File: src/rtl/word_serialiser.sv
// Parallel-to-serial word converter: emits one bit per beat, LSB first
// (store order) by default or MSB first when msb_first is set at acceptance.
module word_serialiser #(
  parameter int WORD_WIDTH = 32,
  parameter int BEAT_DIV   = 1
) (
  input  logic                  clk,
  input  logic                  reset_n,
  input  logic [WORD_WIDTH-1:0] word_in,
  input  logic                  word_valid,
  output logic                  word_ready,
  input  logic                  msb_first,
  input  logic                  abort,
  output logic                  ser_bit,
  output logic                  ser_valid,
  output logic                  ser_first,
  output logic                  ser_last,
  output logic                  busy
);

  localparam int                BEAT_W       = $clog2(WORD_WIDTH);
  localparam logic [BEAT_W-1:0] LAST_BEAT    = BEAT_W'(WORD_WIDTH - 1);
  localparam logic [BEAT_W-1:0] PENULT_BEAT  = BEAT_W'(WORD_WIDTH - 2);
  localparam logic [7:0]        LAST_DIV     = 8'(BEAT_DIV - 1);

  typedef enum logic [0:0] {
    IDLE  = 1'b0,
    SHIFT = 1'b1
  } state_t;

  state_t                state_r;
  logic [WORD_WIDTH-1:0] shift_r;
  logic                  order_r;
  logic [BEAT_W-1:0]     beat_r;
  logic [7:0]            div_r;

  logic beat_end_s;
  logic final_s;
  logic accept_s;

  // The bit presented first is taken straight from the incoming word so that
  // beat 0 is valid on the cycle right after acceptance.
  function automatic logic first_bit(input logic [WORD_WIDTH-1:0] w, input logic msb);
    return msb ? w[WORD_WIDTH-1] : w[0];
  endfunction

  assign beat_end_s = (div_r == LAST_DIV);
  assign final_s    = (state_r == SHIFT) && beat_end_s && (beat_r == LAST_BEAT);
  assign word_ready = !abort && reset_n && ((state_r == IDLE) || final_s);
  assign accept_s   = word_valid && word_ready;

  // Sequencer: IDLE/SHIFT control, beat/divider counting and registered outputs.
  always_ff @(posedge clk) begin
    if (!reset_n) begin
      state_r   <= IDLE;
      shift_r   <= '0;
      order_r   <= 1'b0;
      beat_r    <= '0;
      div_r     <= 8'd0;
      ser_bit   <= 1'b0;
      ser_valid <= 1'b0;
      ser_first <= 1'b0;
      ser_last  <= 1'b0;
      busy      <= 1'b0;
    end else if (abort) begin
      state_r   <= IDLE;
      beat_r    <= '0;
      div_r     <= 8'd0;
      ser_bit   <= 1'b0;
      ser_valid <= 1'b0;
      ser_first <= 1'b0;
      ser_last  <= 1'b0;
      busy      <= 1'b0;
    end else if (accept_s) begin
      state_r   <= SHIFT;
      shift_r   <= word_in;
      order_r   <= msb_first;
      beat_r    <= '0;
      div_r     <= 8'd0;
      ser_bit   <= first_bit(word_in, msb_first);
      ser_valid <= 1'b1;
      ser_first <= 1'b1;
      ser_last  <= 1'b0;
      busy      <= 1'b1;
    end else if (state_r == SHIFT) begin
      if (!beat_end_s) begin
        div_r <= div_r + 8'd1;
      end else if (beat_r == LAST_BEAT) begin
        state_r   <= IDLE;
        beat_r    <= '0;
        div_r     <= 8'd0;
        ser_bit   <= 1'b0;
        ser_valid <= 1'b0;
        ser_first <= 1'b0;
        ser_last  <= 1'b0;
        busy      <= 1'b0;
      end else begin
        // Shift towards the output end so the next beat's bit sits at index 1
        // (LSB first) or WORD_WIDTH-2 (MSB first) of the current contents.
        div_r     <= 8'd0;
        beat_r    <= beat_r + {{(BEAT_W-1){1'b0}}, 1'b1};
        ser_first <= 1'b0;
        ser_last  <= (beat_r == PENULT_BEAT);
        if (order_r) begin
          shift_r <= {shift_r[WORD_WIDTH-2:0], 1'b0};
          ser_bit <= shift_r[WORD_WIDTH-2];
        end else begin
          shift_r <= {1'b0, shift_r[WORD_WIDTH-1:1]};
          ser_bit <= shift_r[1];
        end
      end
    end else begin
      state_r <= IDLE;
    end
  end

endmodule

File: config.mk
export PLATFORM = sky130hd
export DESIGN_NAME = word_serialiser
export DESIGN_NICKNAME = d
export VERILOG_FILES = /design/src/rtl/word_serialiser.sv
export SDC_FILE = /design/constraint.sdc
export NUM_CORES = 1
export LEC_CHECK = 0
export BUFFER_PORTS_ARGS = -buffer_cell sky130_fd_sc_hd__buf_2
export CORE_ASPECT_RATIO = 1.25
export CORE_MARGIN = 5
export CORE_UTILIZATION = 61
export DETAILED_ROUTE_END_ITERATION = 16
export GPL_TIMING_DRIVEN = 0
export PLACE_DENSITY = 0.85
export SLEW_MARGIN = 20
export SYNTH_ARGS = -nofsm -noshare
export SYNTH_HDL_FRONTEND = slang
export SYNTH_SLANG_ARGS = --single-unit
File: constraint.sdc
create_clock -name clk -period 3.6 [get_ports clk]
set_input_delay 0.18 -clock clk [delete_from_list [all_inputs] [get_ports clk]]
set_output_delay 0.18 -clock clk [all_outputs]
set_load 0.05 [all_outputs]
==> out/summary.log, run 1 <==
[clock_network] clock tree from TritonCTS built
[finish] final standard cell count with taps included and fillers excluded 416
[grt] maximum number of pins on one net before global-route repair 16
[setup_path] end of the worst register-to-register path shift_r[17]
[placement] placed insts 408
[worst_hold_path] worst hold path stage count 3
[timing] achievable frequency 0.379 GHz
[synthesis] main flop type after synthesis sky130_fd_sc_hd__dfxtp_1
[floorplan] die area 0.00603 mm²
[setup_path] required arrival time at the worst endpoint 3420 ps
[placement] count of port buffers added during placement 41
[routing] drt initial violations 122
[routing] uppermost routed layer met4
[setup_path] top cell family by delay on the critical path buffers and inverters
[grt] initial antenna violation count 0
[setup_path] endpoint type of the worst setup path primary output
[setup_path] Critical Path Slowest Stage Cell sky130_fd_sc_hd__dfxtp_1
[routing] Met2 Routed Length 3.14 mm
[synthesis] Distinct cells, synth 40
[timing] hold violation total from the final report 0
[pwr] leakage dissipation 1.13 nW
[setup_path] CP max FO 10
[routing] detailed-routed wire length on met3 296 µm
[clock_network] worst skew pair latency 320 ps
[grt] global-route usage over all layers 21.4%
[worst_hold_path] end of the worst hold path order_r
[routing] drt pass-1 iters 5
[worst_hold_path] startpoint of the lowest-slack hold path msb_first
[setup_path] Bufs and invs on worst path 3
[synthesis] flip-flop and latch count after synthesis 51
[worst_hold_path] worst hold path type in -> reg
[placement] pre-CTS WS 1310 ps
[setup_path] cell chain of the critical path ha_1 > and3_1 > ha_1 > a31oi_1 > buf_2 > buf_2 > nor2_1 > buf_2
[finish] Util after Layout 71.9%
[clock_network] number of post-CTS setup repair buffers 0
[synthesis] most common cell in the netlist sky130_fd_sc_hd__dfxtp_1
[routing] via count 2495
[synthesis] commonest cells in the synthesized netlist sky130_fd_sc_hd__dfxtp_1 (51), sky130_fd_sc_hd__mux2i_1 (33), sky130_fd_sc_hd__or3_1 (33), sky130_fd_sc_hd__o21ai_0 (32), sky130_fd_sc_hd__a32o_1 (30)
[grt] GRT Residual Overflow 0
[clock_network] TritonCTS sink count 51
[grt] via count of the first global-routing pass 2438
[routing] Post-route DRC 0
[synthesis] number of enable-type register cells in the synthesized netlist 0
[synthesis] synthesized area divided by synthesized cell count 9.02 µm²
[synthesis] share of synthesized area occupied by flip-flops and latches 36.6%
[floorplan] Rows 27
[timing] slew of the pin with the lowest slew margin 672 ps
[timing] unrepaired setup endpoints after global routing no
[pwr] total power divided by cell area 361 mW/mm²
[timing] crit share post-route 73.3%
[finish] layout-stage area growth over the synthesis result 14.2%
[placement] post-detailed-placement half-perimeter wirelength 4.55 mm
[routing] post-detailed-routing wire length 6.13 mm
[pwr] worst vdd ir 0.311 mV
[synthesis] warnings from Yosys 0
[setup_path] Critical Path AT 2460 ps
[finish] Inserted Diodes 0
[timing] worst hold margin 153 ps
[floorplan] Die Span Y 85.6 µm
[finish] total number of nets in the final design 399
[timing] Rel. slew slack 55.2%
[timing] Final WS setup 960 ps
[timing] Final min period 2640 ps
[synthesis] share of Yosys cell area claimed by the top area cell type 36.6%
[setup_path] critical register-to-register path startpoint beat_r[0]
[grt] first-pass GRT wire length 10.8 mm
[synthesis] Synthesized Nets 351
[clock_network] Resized cells post-CTS 0
[setup_path] library cell appearing most often on the critical path sky130_fd_sc_hd__buf_2
[timing] Total Negative Setup Slacks 0 ps
[finish] layout cell share with drive strength beyond 1 18.4%
[clock_network] H-Tree Level Count 2
[clock_network] number of buffers inserted during clock tree synthesis 5
[clock_network] clock slew at reported path FFs 100 ps
[floorplan] Die W 70.5 µm
[setup_path] delay contributed by the slowest stage of the critical path 370 ps
[floorplan] starting utilization of the core area 63.0%
[floorplan] top-level I/O count 43
[clock_network] maximum clock path buffer count 2
[routing] remaining antenna violation count after routing 0
[synthesis] largest cells by area after synthesis sky130_fd_sc_hd__dfxtp_1 (37%), sky130_fd_sc_hd__mux2i_1 (12%), sky130_fd_sc_hd__a32o_1 (11%), sky130_fd_sc_hd__or3_1 (7.4%), sky130_fd_sc_hd__o21ai_0 (5.7%)
[synthesis] async set-or-reset flop fraction in the synthesized netlist 0%
[synthesis] biggest area consumer among synthesized cells sky130_fd_sc_hd__dfxtp_1
[clock_network] CTS Hold Bufs 0
[timing] Final Setup Violations 0
[setup_path] Setup CP Type reg -> out
[synthesis] Synth Cell Area 0.00279 mm²
[run_status] status completed
[job] total of max-cap violations 0
[clock_network] cell at the root of the clock tree sky130_fd_sc_hd__clkbuf_8
[routing] mean number of vias per cell 6.00
[timing] number of pins exceeding their max-slew limit in the final report 0
[setup_path] startpoint class of the critical path flop
[placement] global placement routability congestion 0.860
[floorplan] placeable core region 0.00443 mm²
[synthesis] cells after synthesis 309
[routing] detailed-route wire length on metal 1 2.54 mm
[routing] routed length per instance 14.7 µm
[timing] Setup Skew 16.1 ps
[setup_path] number of cell instances on the worst register-to-register path 8
[setup_path] setup slack of the most critical reg-to-reg path 1220 ps
==> where the power goes <==
group          total, W  leakage (nW)  internal [W]  switching, W
combinational  0.000144         0.658     0.0000604     0.0000836
sequential     0.000591         0.413      0.000579     0.0000121
clock          0.000414        0.0612      0.000225      0.000189
total           0.00115          1.13      0.000865      0.000284
==> placed cells by master (no fill, tap or decap), types with 2 or more instances in the layout <==
master	netlist	routed
sky130_fd_sc_hd__nor3_1	2	2
sky130_fd_sc_hd__a31o_1	2	2
sky130_fd_sc_hd__or3_1	33	33
sky130_fd_sc_hd__or4b_1	2	2
sky130_fd_sc_hd__nand4_1	4	4
sky130_fd_sc_hd__and2_1	2	2
sky130_fd_sc_hd__a31oi_1	3	3
sky130_fd_sc_hd__buf_2	5	46
sky130_fd_sc_hd__xor2_1	3	3
sky130_fd_sc_hd__xnor2_1	4	4
sky130_fd_sc_hd__clkbuf_1	15	15
sky130_fd_sc_hd__o21ai_1	3	3
sky130_fd_sc_hd__a32oi_1	2	2
sky130_fd_sc_hd__ha_1	5	5
sky130_fd_sc_hd__nand3_1	5	5
sky130_fd_sc_hd__o21ai_0	32	32
sky130_fd_sc_hd__inv_1	4	4
sky130_fd_sc_hd__buf_4	4	4
sky130_fd_sc_hd__nand2_1	16	16
sky130_fd_sc_hd__mux2i_1	33	33
sky130_fd_sc_hd__clkbuf_8	0	6
sky130_fd_sc_hd__buf_6	3	3
sky130_fd_sc_hd__a21oi_1	10	10
sky130_fd_sc_hd__a32o_1	30	30
sky130_fd_sc_hd__o211ai_1	3	3
sky130_fd_sc_hd__nand2b_1	2	2
sky130_fd_sc_hd__dfxtp_1	51	51
sky130_fd_sc_hd__nor2_1	17	17
sky130_fd_sc_hd__buf_1	2	2
==> worst min-delay path, cell delays in order <==
cell and delay [ps]:
sky130_fd_sc_hd__buf_2 110, sky130_fd_sc_hd__nand3_1 70, sky130_fd_sc_hd__a21oi_1 70
==> per-stage QoR <==
step / area, µm² / power [W]
2_1_floorplan: 2790 / 0.000701
3_3_place_gp: 3070 / 0.000744
3_5_place_dp: 3070 / 0.000747
4_1_cts: 3180 / 0.00116
5_1_grt: 3180 / 0.00120
6_report: 3180 / 0.00115
==> cell type report <==
class                           instances  area (µm²)
Buffer                                 29         153
Clock buffer                            6        82.6
Clock inverter                          2        35.0
Fill cell                             360        1240
Inverter                                5        18.8
Multi-Input combinational cell        224        1600
Sequential cell                        51        1020
Tap cell                               58        72.6
Timing Repair Buffer                   41         205
==> cells by family after synthesis <==
| kind of cell | Yosys count | share of synthesized area [%] |
|---|---|---|
| XOR/XNOR | 7 | 2.20 |
| buffers and inverters | 34 | 6.15 |
| AND/OR/NAND/NOR | 89 | 17.8 |
| adder cells (fa/ha/maj) | 5 | 2.24 |
| AO/OA/AOI/OAI | 90 | 23.1 |
| flip-flops | 51 | 36.6 |
| multiplexers | 33 | 11.8 |
==> registers in the layout, indices dropped and copies added (netlist names) <==
register	count
ser_bit	1
ser_first	1
beat_r	5
ser_last	1
shift_r	32
busy	1
order_r	1
state_r	1
div_r	8
==> how the worst max path moves through the flow <==
stage / startpoint / endpoint / slack [ps] / cells past startpoint
2_1_floorplan: beat_r[0] / word_ready / 1440 / 7
3_3_place_gp: beat_r[0] / shift_r[14] / 1320 / 8
3_5_place_dp: beat_r[0] / shift_r[14] / 1310 / 8
4_1_cts: beat_r[0] / word_ready / 990 / 8
5_1_grt: beat_r[0] / word_ready / 810 / 8
6_report: beat_r[0] / word_ready / 960 / 8
==> per-layer routing <==
metal | vias to the layer above | GRT usage, %
met5 | - | 0
li1 | 1257 | -
met3 | 16 | 3.63
met2 | 67 | 38.4
met4 | 0 | 9.23
met1 | 1155 | 24.7
No activity file was read; power rests on OpenSTA's default activity.
==> run 2, diff against run 1 <==
--- a/config.mk
+++ b/config.mk
@@ -5,13 +5,14 @@
 export SDC_FILE = /design/constraint.sdc
 export NUM_CORES = 1
 export LEC_CHECK = 0
+export ABC_AREA = 1
 export BUFFER_PORTS_ARGS = -buffer_cell sky130_fd_sc_hd__buf_2
 export CORE_ASPECT_RATIO = 1.25
 export CORE_MARGIN = 5
-export CORE_UTILIZATION = 61
+export CORE_UTILIZATION = 52
 export DETAILED_ROUTE_END_ITERATION = 16
 export GPL_TIMING_DRIVEN = 0
-export PLACE_DENSITY = 0.85
+export PLACE_DENSITY = 0.76
 export SLEW_MARGIN = 20
 export SYNTH_ARGS = -nofsm -noshare
 export SYNTH_HDL_FRONTEND = slang
==> constraint.sdc (replaced) <==
create_clock -name clk -period 2.3 [get_ports clk]
set_input_delay 0.115 -clock clk [delete_from_list [all_inputs] [get_ports clk]]
set_output_delay 0.115 -clock clk [all_outputs]
set_load 0.05 [all_outputs]
==> run 2 against run 1 <==
Compared with the run above:
- synthesized cell count grew 62%
- count of clock-buffer cells in the layout did not move
- final cell count is 48% higher
- critical path type unchanged
- largest cell class unchanged
- sequential share of layout area down 2.5 points
- global-route usage shrank 0.71 points
==> out/summary.log, run 2 <==
[worst_hold_path] startpoint of the lowest-slack hold path msb_first
[finish] post-route cell area 0.00346 mm²
[synthesis] share of Yosys cell area claimed by the top area cell type 33.7%
[finish] total number of nets in the final design 592
[routing] routed length per instance 11.9 µm
[timing] worst hold margin 92.8 ps
[timing] slew of the pin with the lowest slew margin 483 ps
[finish] Fillers 578
[pwr] worst vdd ir 0.378 mV
[grt] GRT Residual Overflow 0
[floorplan] Rows 31
[synthesis] largest cells by area after synthesis sky130_fd_sc_hd__dfxtp_1 (34%), sky130_fd_sc_hd__nand2_1 (22%), sky130_fd_sc_hd__nor2_1 (9.4%), sky130_fd_sc_hd__nand3_1 (6.1%), sky130_fd_sc_hd__inv_1 (5.2%)
[placement] global placement routability congestion 0.853
[setup_path] end of the worst register-to-register path shift_r[19]
[pwr] total power divided by cell area 541 mW/mm²
[synthesis] main flop type after synthesis sky130_fd_sc_hd__dfxtp_1
[worst_hold_path] end of the worst hold path order_r
[floorplan] Die Span Y 95.3 µm
[placement] Post-DP Area 0.00331 mm²
[clock_network] CTS Hold Bufs 0
[clock_network] maximum clock path buffer count 2
[finish] final standard cell count with taps included and fillers excluded 617
[synthesis] share of synthesized area occupied by flip-flops and latches 33.7%
[grt] global-route usage over all layers 20.7%
[synthesis] biggest area consumer among synthesized cells sky130_fd_sc_hd__dfxtp_1
[routing] mean number of vias per cell 5.11
[routing] post-detailed-routing wire length 7.35 mm
[routing] Post-route DRC 0
[timing] achievable frequency 0.470 GHz
[placement] placed insts 608
[grt] via count of the first global-routing pass 2920
[synthesis] warnings from Yosys 0
[timing] number of pins exceeding their max-slew limit in the final report 0
[timing] Final Setup Violations 0
[timing] Setup Skew 4.34 ps
[grt] met2 track demand over resource 36.8%
[finish] commonest non-fill, non-tap cells in the layout sky130_fd_sc_hd__nand2_1 (180), sky130_fd_sc_hd__nor2_1 (76), sky130_fd_sc_hd__dfxtp_1 (51), sky130_fd_sc_hd__buf_2 (45), sky130_fd_sc_hd__inv_1 (42)
[setup_path] number of cell instances on the worst register-to-register path 11
[setup_path] critical register-to-register path startpoint beat_r[0]
[timing] Rel. slew slack 67.8%
[setup_path] setup slack of the most critical reg-to-reg path 210 ps
[routing] drt initial violations 200
[routing] drt pass-1 iters 5
[finish] Inserted Diodes 0
[placement] count of port buffers added during placement 40
[synthesis] commonest cells in the synthesized netlist sky130_fd_sc_hd__nand2_1 (180), sky130_fd_sc_hd__nor2_1 (76), sky130_fd_sc_hd__dfxtp_1 (51), sky130_fd_sc_hd__inv_1 (42), sky130_fd_sc_hd__nand3_1 (37)
[synthesis] most common cell in the netlist sky130_fd_sc_hd__nand2_1
[placement] pre-CTS WS 254 ps
[finish] largest registers shift_r (32), div_r (8), beat_r (5)
[finish] layout-stage area growth over the synthesis result 14.2%
[synthesis] async set-or-reset flop fraction in the synthesized netlist 0%
[clock_network] worst skew pair latency 310 ps
[clock_network] cell at the root of the clock tree sky130_fd_sc_hd__clkbuf_8
[finish] flip-flop count of the largest register after layout 32
[grt] met1 track utilization from global routing 24.9%
[synthesis] Distinct cells, synth 30
[clock_network] TritonCTS sink count 51
[clock_network] H-Tree Level Count 2
[grt] routing layer with the top usage in global route met2
[setup_path] endpoint type of the worst setup path primary output
[synthesis] Synthesized Nets 544
[finish] leading cell type in the layout, fill and taps excluded sky130_fd_sc_hd__nand2_1
[finish] layout cell share with drive strength beyond 1 15.4%
[setup_path] startpoint class of the critical path flop
[setup_path] Critical Path AT 2010 ps
[worst_hold_path] worst hold path stage count 3
[routing] via count 3155
[setup_path] required arrival time at the worst endpoint 2180 ps
[timing] hold violation total from the final report 0
[synthesis] number of enable-type register cells in the synthesized netlist 0
[grt] first-pass GRT wire length 12.6 mm
[timing] crit share post-route 92.5%
[placement] post-detailed-placement half-perimeter wirelength 5.28 mm
[clock_network] clock tree from TritonCTS built
[floorplan] top-level I/O count 43
[setup_path] Setup CP Type reg -> out
[timing] Final min period 2130 ps
[floorplan] placeable core region 0.00574 mm²
[floorplan] die area 0.00746 mm²
[grt] initial antenna violation count 0
[worst_hold_path] worst hold path type in -> reg
[timing] Final WS setup 172 ps
[floorplan] Die W 78.3 µm
[clock_network] clock slew at reported path FFs 100 ps
[grt] met3 Usage GRT 3.88%
[finish] register name with the most flops shift_r
[synthesis] cells after synthesis 502
[synthesis] Synth Cell Area 0.00303 mm²
[grt] maximum number of pins on one net before global-route repair 16
[floorplan] starting utilization of the core area 52.7%
[synthesis] flip-flop and latch count after synthesis 51
[synthesis] synthesized area divided by synthesized cell count 6.03 µm²
[pwr] leakage dissipation 1.75 nW
[setup_path] CP max FO 10
[job] total of max-cap violations 0
[run_status] status completed
[routing] remaining antenna violation count after routing 0
[clock_network] number of buffers inserted during clock tree synthesis 5
-- run 2: logic make-up (layout without fill, tap and decap cells) --
| group | Yosys count | in the layout | share of synthesized area (%) |
|---|---|---|---|
| flops | 51 | 51 | 33.7 |
| fa+ha+maj | 5 | 5 | 2.07 |
| xor+xnor | 5 | 5 | 1.45 |
| compound gates | 45 | 45 | 7.98 |
| simple gates | 317 | 317 | 43.3 |
| buf+inv | 79 | 128 | 11.5 |
-- run 2: routing by layer --
metal  part of all wire [%]  wire (µm)
met4                    2.0        148
met5                      0          0
met1                     44       3230
met3                    4.1        304
met2                     50       3660
-- run 2: metrics by stage --
| step | total power (W) | utilization, % | setup TNS [ps] |
|---|---|---|---|
| after floorplan | 0.00114 | - | 0 |
| after global placement | 0.00122 | 57.7 | 0 |
| after detailed placement | 0.00122 | 57.7 | 0 |
| after CTS | 0.00187 | 59.9 | 0 |
| after global routing | 0.00195 | 60.2 | -1.00 |
| final | 0.00187 | 60.2 | 0 |
-- run 2: worst max-delay path by stage --
stage,cells after the start,endpoint,from
after detailed placement,11,shift_r[0],beat_r[1]
after CTS,7,word_ready,beat_r[0]
after global placement,10,ser_bit,beat_r[0]
after floorplan,10,ser_bit,beat_r[0]
after global routing,11,shift_r[17],beat_r[0]
final,7,word_ready,beat_r[0]
-- run 2: critical path, cell delays in order (launching register included) --
cell	delay (ps)
sky130_fd_sc_hd__dfxtp_1	390
sky130_fd_sc_hd__ha_1	180
sky130_fd_sc_hd__and3_1	160
sky130_fd_sc_hd__ha_1	200
sky130_fd_sc_hd__nand3_2	140
sky130_fd_sc_hd__a21oi_4	200
sky130_fd_sc_hd__buf_4	190
sky130_fd_sc_hd__clkbuf_4	240
-- run 2: timing repair --
item | in CTS | in global routing
resized for setup | 1 | 4
hold endpoints to repair | 0 | 0
setup endpoints to repair | 1 | 11
pin swaps | 0 | 1
setup buffers | 0 | 1
-- run 2: power breakdown --
group	internal [W]	switching (W)	total (W)
Combinational	0.000101	0.000177	0.000278
Clock	0.000353	0.000309	0.000662
Sequential	0.000913	0.0000165	0.000929
-- run 2: cell type report --
type | instances | area (µm²) | share of cell area [%]
plain buffers | 30 | 165 | 4.78
clock inverters | 2 | 35.0 | 1.01
multi-input cells | 372 | 1680 | 48.5
inverters | 49 | 184 | 5.32
repair buffers | 41 | 210 | 6.08
clock buffers | 6 | 82.6 | 2.39
flip-flops and latches | 51 | 1020 | 29.5
well taps | 66 | 82.6 | 2.39
==> run 3, diff against run 2 <==
--- a/config.mk
+++ b/config.mk
@@ -7,12 +7,14 @@
 export LEC_CHECK = 0
 export ABC_AREA = 1
 export BUFFER_PORTS_ARGS = -buffer_cell sky130_fd_sc_hd__buf_2
+export CELL_PAD_IN_SITES_DETAIL_PLACEMENT = 0
+export CELL_PAD_IN_SITES_GLOBAL_PLACEMENT = 1
 export CORE_ASPECT_RATIO = 1.25
 export CORE_MARGIN = 5
-export CORE_UTILIZATION = 52
+export CORE_UTILIZATION = 36
 export DETAILED_ROUTE_END_ITERATION = 16
 export GPL_TIMING_DRIVEN = 0
-export PLACE_DENSITY = 0.76
+export PLACE_DENSITY_LB_ADDON = 0.1
 export SLEW_MARGIN = 20
 export SYNTH_ARGS = -nofsm -noshare
 export SYNTH_HDL_FRONTEND = slang
==> run 3 against run 2 <==
Compared with the run above:
- via count down 3.1%
- utilization shrank 18 points
- combinational power up 2%
- clock power shrank 20%
- critical path depth unchanged
- final cell count up 5.0%
- design area is 0.11% higher
- worst hold slack worse by 11 ps
- global-route usage shrank 4.4 points
- critical path type unchanged
- largest power group unchanged
==> out/summary.log, run 3 (synthesis results as in run 2) <==
[run_status] status completed
[setup_path] delay contributed by the slowest stage of the critical path 390 ps
[pwr] worst vdd ir 0.195 mV
[pwr] leakage dissipation 1.73 nW
[routing] drt initial violations 90
[routing] Post-route DRC 0
[pwr] portion of total power attributed to the clock network 30.4%
[setup_path] Bufs and invs on worst path 2
[job] total of max-cap violations 0
[floorplan] Rows 37
[finish] combined area of the multi-input logic cells 0.00167 mm²
[timing] slew of the pin with the lowest slew margin 527 ps
[floorplan] top-level I/O count 43
[floorplan] starting utilization of the core area 36.7%
[routing] remaining antenna violation count after routing 0
[placement] post-detailed-placement half-perimeter wirelength 5.81 mm
[timing] Final Setup Violations 0
[finish] layout cell share with drive strength beyond 1 15.2%
[routing] via count 3057
[finish] area occupied by registers 0.00102 mm²
[floorplan] die area 0.0104 mm²
[routing] mean number of vias per cell 4.72
[placement] placed insts 639
[timing] crit share post-route 92.5%
[pwr] sequential power share 53.3%
[clock_network] CTS Hold Bufs 0
[pwr] power after layout 0.00174 W
[finish] Inserted Diodes 0
[routing] drt pass-1 iters 4
[floorplan] Die W 92.0 µm
[clock_network] cell at the root of the clock tree sky130_fd_sc_hd__clkbuf_8
[routing] post-detailed-routing wire length 8.20 mm
[setup_path] Critical Path AT 2010 ps
[floorplan] placeable core region 0.00824 mm²
[placement] Post-DP Area 0.00335 mm²
[setup_path] cell chain of the critical path ha_1 > and3_1 > ha_1 > nand3_2 > a21oi_4 > buf_4 > clkbuf_4
[pwr] Switch Pwr 0.000514 W
[setup_path] CP max FO 10
[timing] Setup Skew 12.3 ps
[clock_network] TritonCTS sink count 51
[setup_path] Critical Path Slowest Stage Cell sky130_fd_sc_hd__dfxtp_1
[grt] first-pass GRT wire length 13.8 mm
[placement] count of port buffers added during placement 40
[finish] final standard cell count with taps included and fillers excluded 648
[pwr] Net Sw Frac 29.5%
[grt] via count of the first global-routing pass 2920
[setup_path] Setup CP Type reg -> out
[finish] commonest non-fill, non-tap cells in the layout sky130_fd_sc_hd__nand2_1 (180), sky130_fd_sc_hd__nor2_1 (76), sky130_fd_sc_hd__dfxtp_1 (51), sky130_fd_sc_hd__buf_2 (45), sky130_fd_sc_hd__inv_1 (42)
[clock_network] clock tree from TritonCTS built
[routing] routed length per instance 12.6 µm
[finish] register name with the most flops shift_r
[finish] Fillers 962
[pwr] total power divided by cell area 503 mW/mm²
[setup_path] crit path from beat_r[1]
[placement] global placement routability congestion 0.777
[grt] initial antenna violation count 0
[grt] global-route usage over all layers 16.3%
[grt] maximum number of pins on one net before global-route repair 16
[pwr] internal power contribution 0.00123 W
[setup_path] required arrival time at the worst endpoint 2180 ps
[timing] unrepaired setup endpoints after global routing no
[grt] GRT Residual Overflow 0
[timing] Final min period 2130 ps
[timing] number of pins exceeding their max-slew limit in the final report 0
[setup_path] setup slack of the most critical reg-to-reg path 250 ps
[clock_network] worst skew pair latency 310 ps
[clock_network] number of buffers inserted during clock tree synthesis 5
[finish] layout-stage area growth over the synthesis result 14.3%
[timing] Rel. slew slack 64.9%
[setup_path] endpoint type of the worst setup path primary output
[timing] Total Negative Setup Slacks 0 ps
[clock_network] maximum clock path buffer count 2
[pwr] proportion of power drawn by combinational gates 16.2%
[worst_hold_path] worst hold path type in -> reg
[finish] flip-flop count of the largest register after layout 32
[clock_network] H-Tree Level Count 2
[setup_path] top cell family by delay on the critical path buffers and inverters
[finish] post-route cell area 0.00346 mm²
[finish] leading cell type in the layout, fill and taps excluded sky130_fd_sc_hd__nand2_1
[clock_network] clock slew at reported path FFs 100 ps
[setup_path] critical register-to-register path startpoint beat_r[1]
[worst_hold_path] startpoint of the lowest-slack hold path msb_first
[floorplan] Die Span Y 113 µm
[setup_path] library cell appearing most often on the critical path sky130_fd_sc_hd__ha_1
[finish] total number of nets in the final design 592
[timing] achievable frequency 0.470 GHz
[finish] largest registers shift_r (32), div_r (8), beat_r (5)
[timing] hold violation total from the final report 0
[setup_path] startpoint class of the critical path flop
## run 3: timing repair
| item | in CTS | in global routing |
|---|---|---|
| setup buffers | 0 | 1 |
| endpoints found under the hold margin | 0 | 0 |
| gates resized for setup | 1 | 4 |
| pin swaps | 0 | 1 |
| setup endpoints to repair | 1 | 8 |
## run 3: stage by stage
stage / utilization [%] / hold WS, ps / setup WS, ps
final: 42.0 / 82.2 / 174
after global placement: 40.6 / 412 / 159
after global routing: 42.0 / 102 / 31.4
after CTS: 41.8 / 77.1 / 59.4
after detailed placement: 40.6 / 423 / 170
after floorplan: - / 274 / 541
## run 3: final timing paths
path | depth (start not counted) | endpoint
setup reg to reg | 10 | div_r[0]
hold reg to reg | 2 | ser_first
setup / recovery | 7 | word_ready
hold / removal | 3 | ser_bit
## run 3: power by group through the flow
stage | combinational (W) | sequential, W | clock, W
after floorplan | 0.000185 | 0.000954 | 0
after global placement | 0.000280 | 0.000949 | 0
after detailed placement | 0.000280 | 0.000949 | 0
after CTS | 0.000282 | 0.000929 | 0.000557
after global routing | 0.000324 | 0.000933 | 0.000585
final | 0.000283 | 0.000929 | 0.000530
## run 3: routing by layer
metal	GRT usage [%]	up-vias	routed length (µm)
met5	0	-	0
met4	5.25	0	152
met3	2.68	13	317
met2	28.4	54	3950
met1	20.4	1352	3770
li1	-	1638	-
## run 3: tightest hold or removal path: cells and delay by family
kind / cells / cell delay [ps]
compound gates: 1 / 70
buf+inv: 1 / 100
simple gates: 1 / 80
## run 3: final cells by class
cell class | instances | share of cell area [%]
clock inverter | 2 | 0.362
clock buffer | 6 | 2.10
sequential | 51 | 29.5
multi-input combinational | 372 | 48.3
timing repair buffer | 41 | 6.07
inverter | 49 | 5.31
tap | 97 | 3.51
buffer | 30 | 4.81
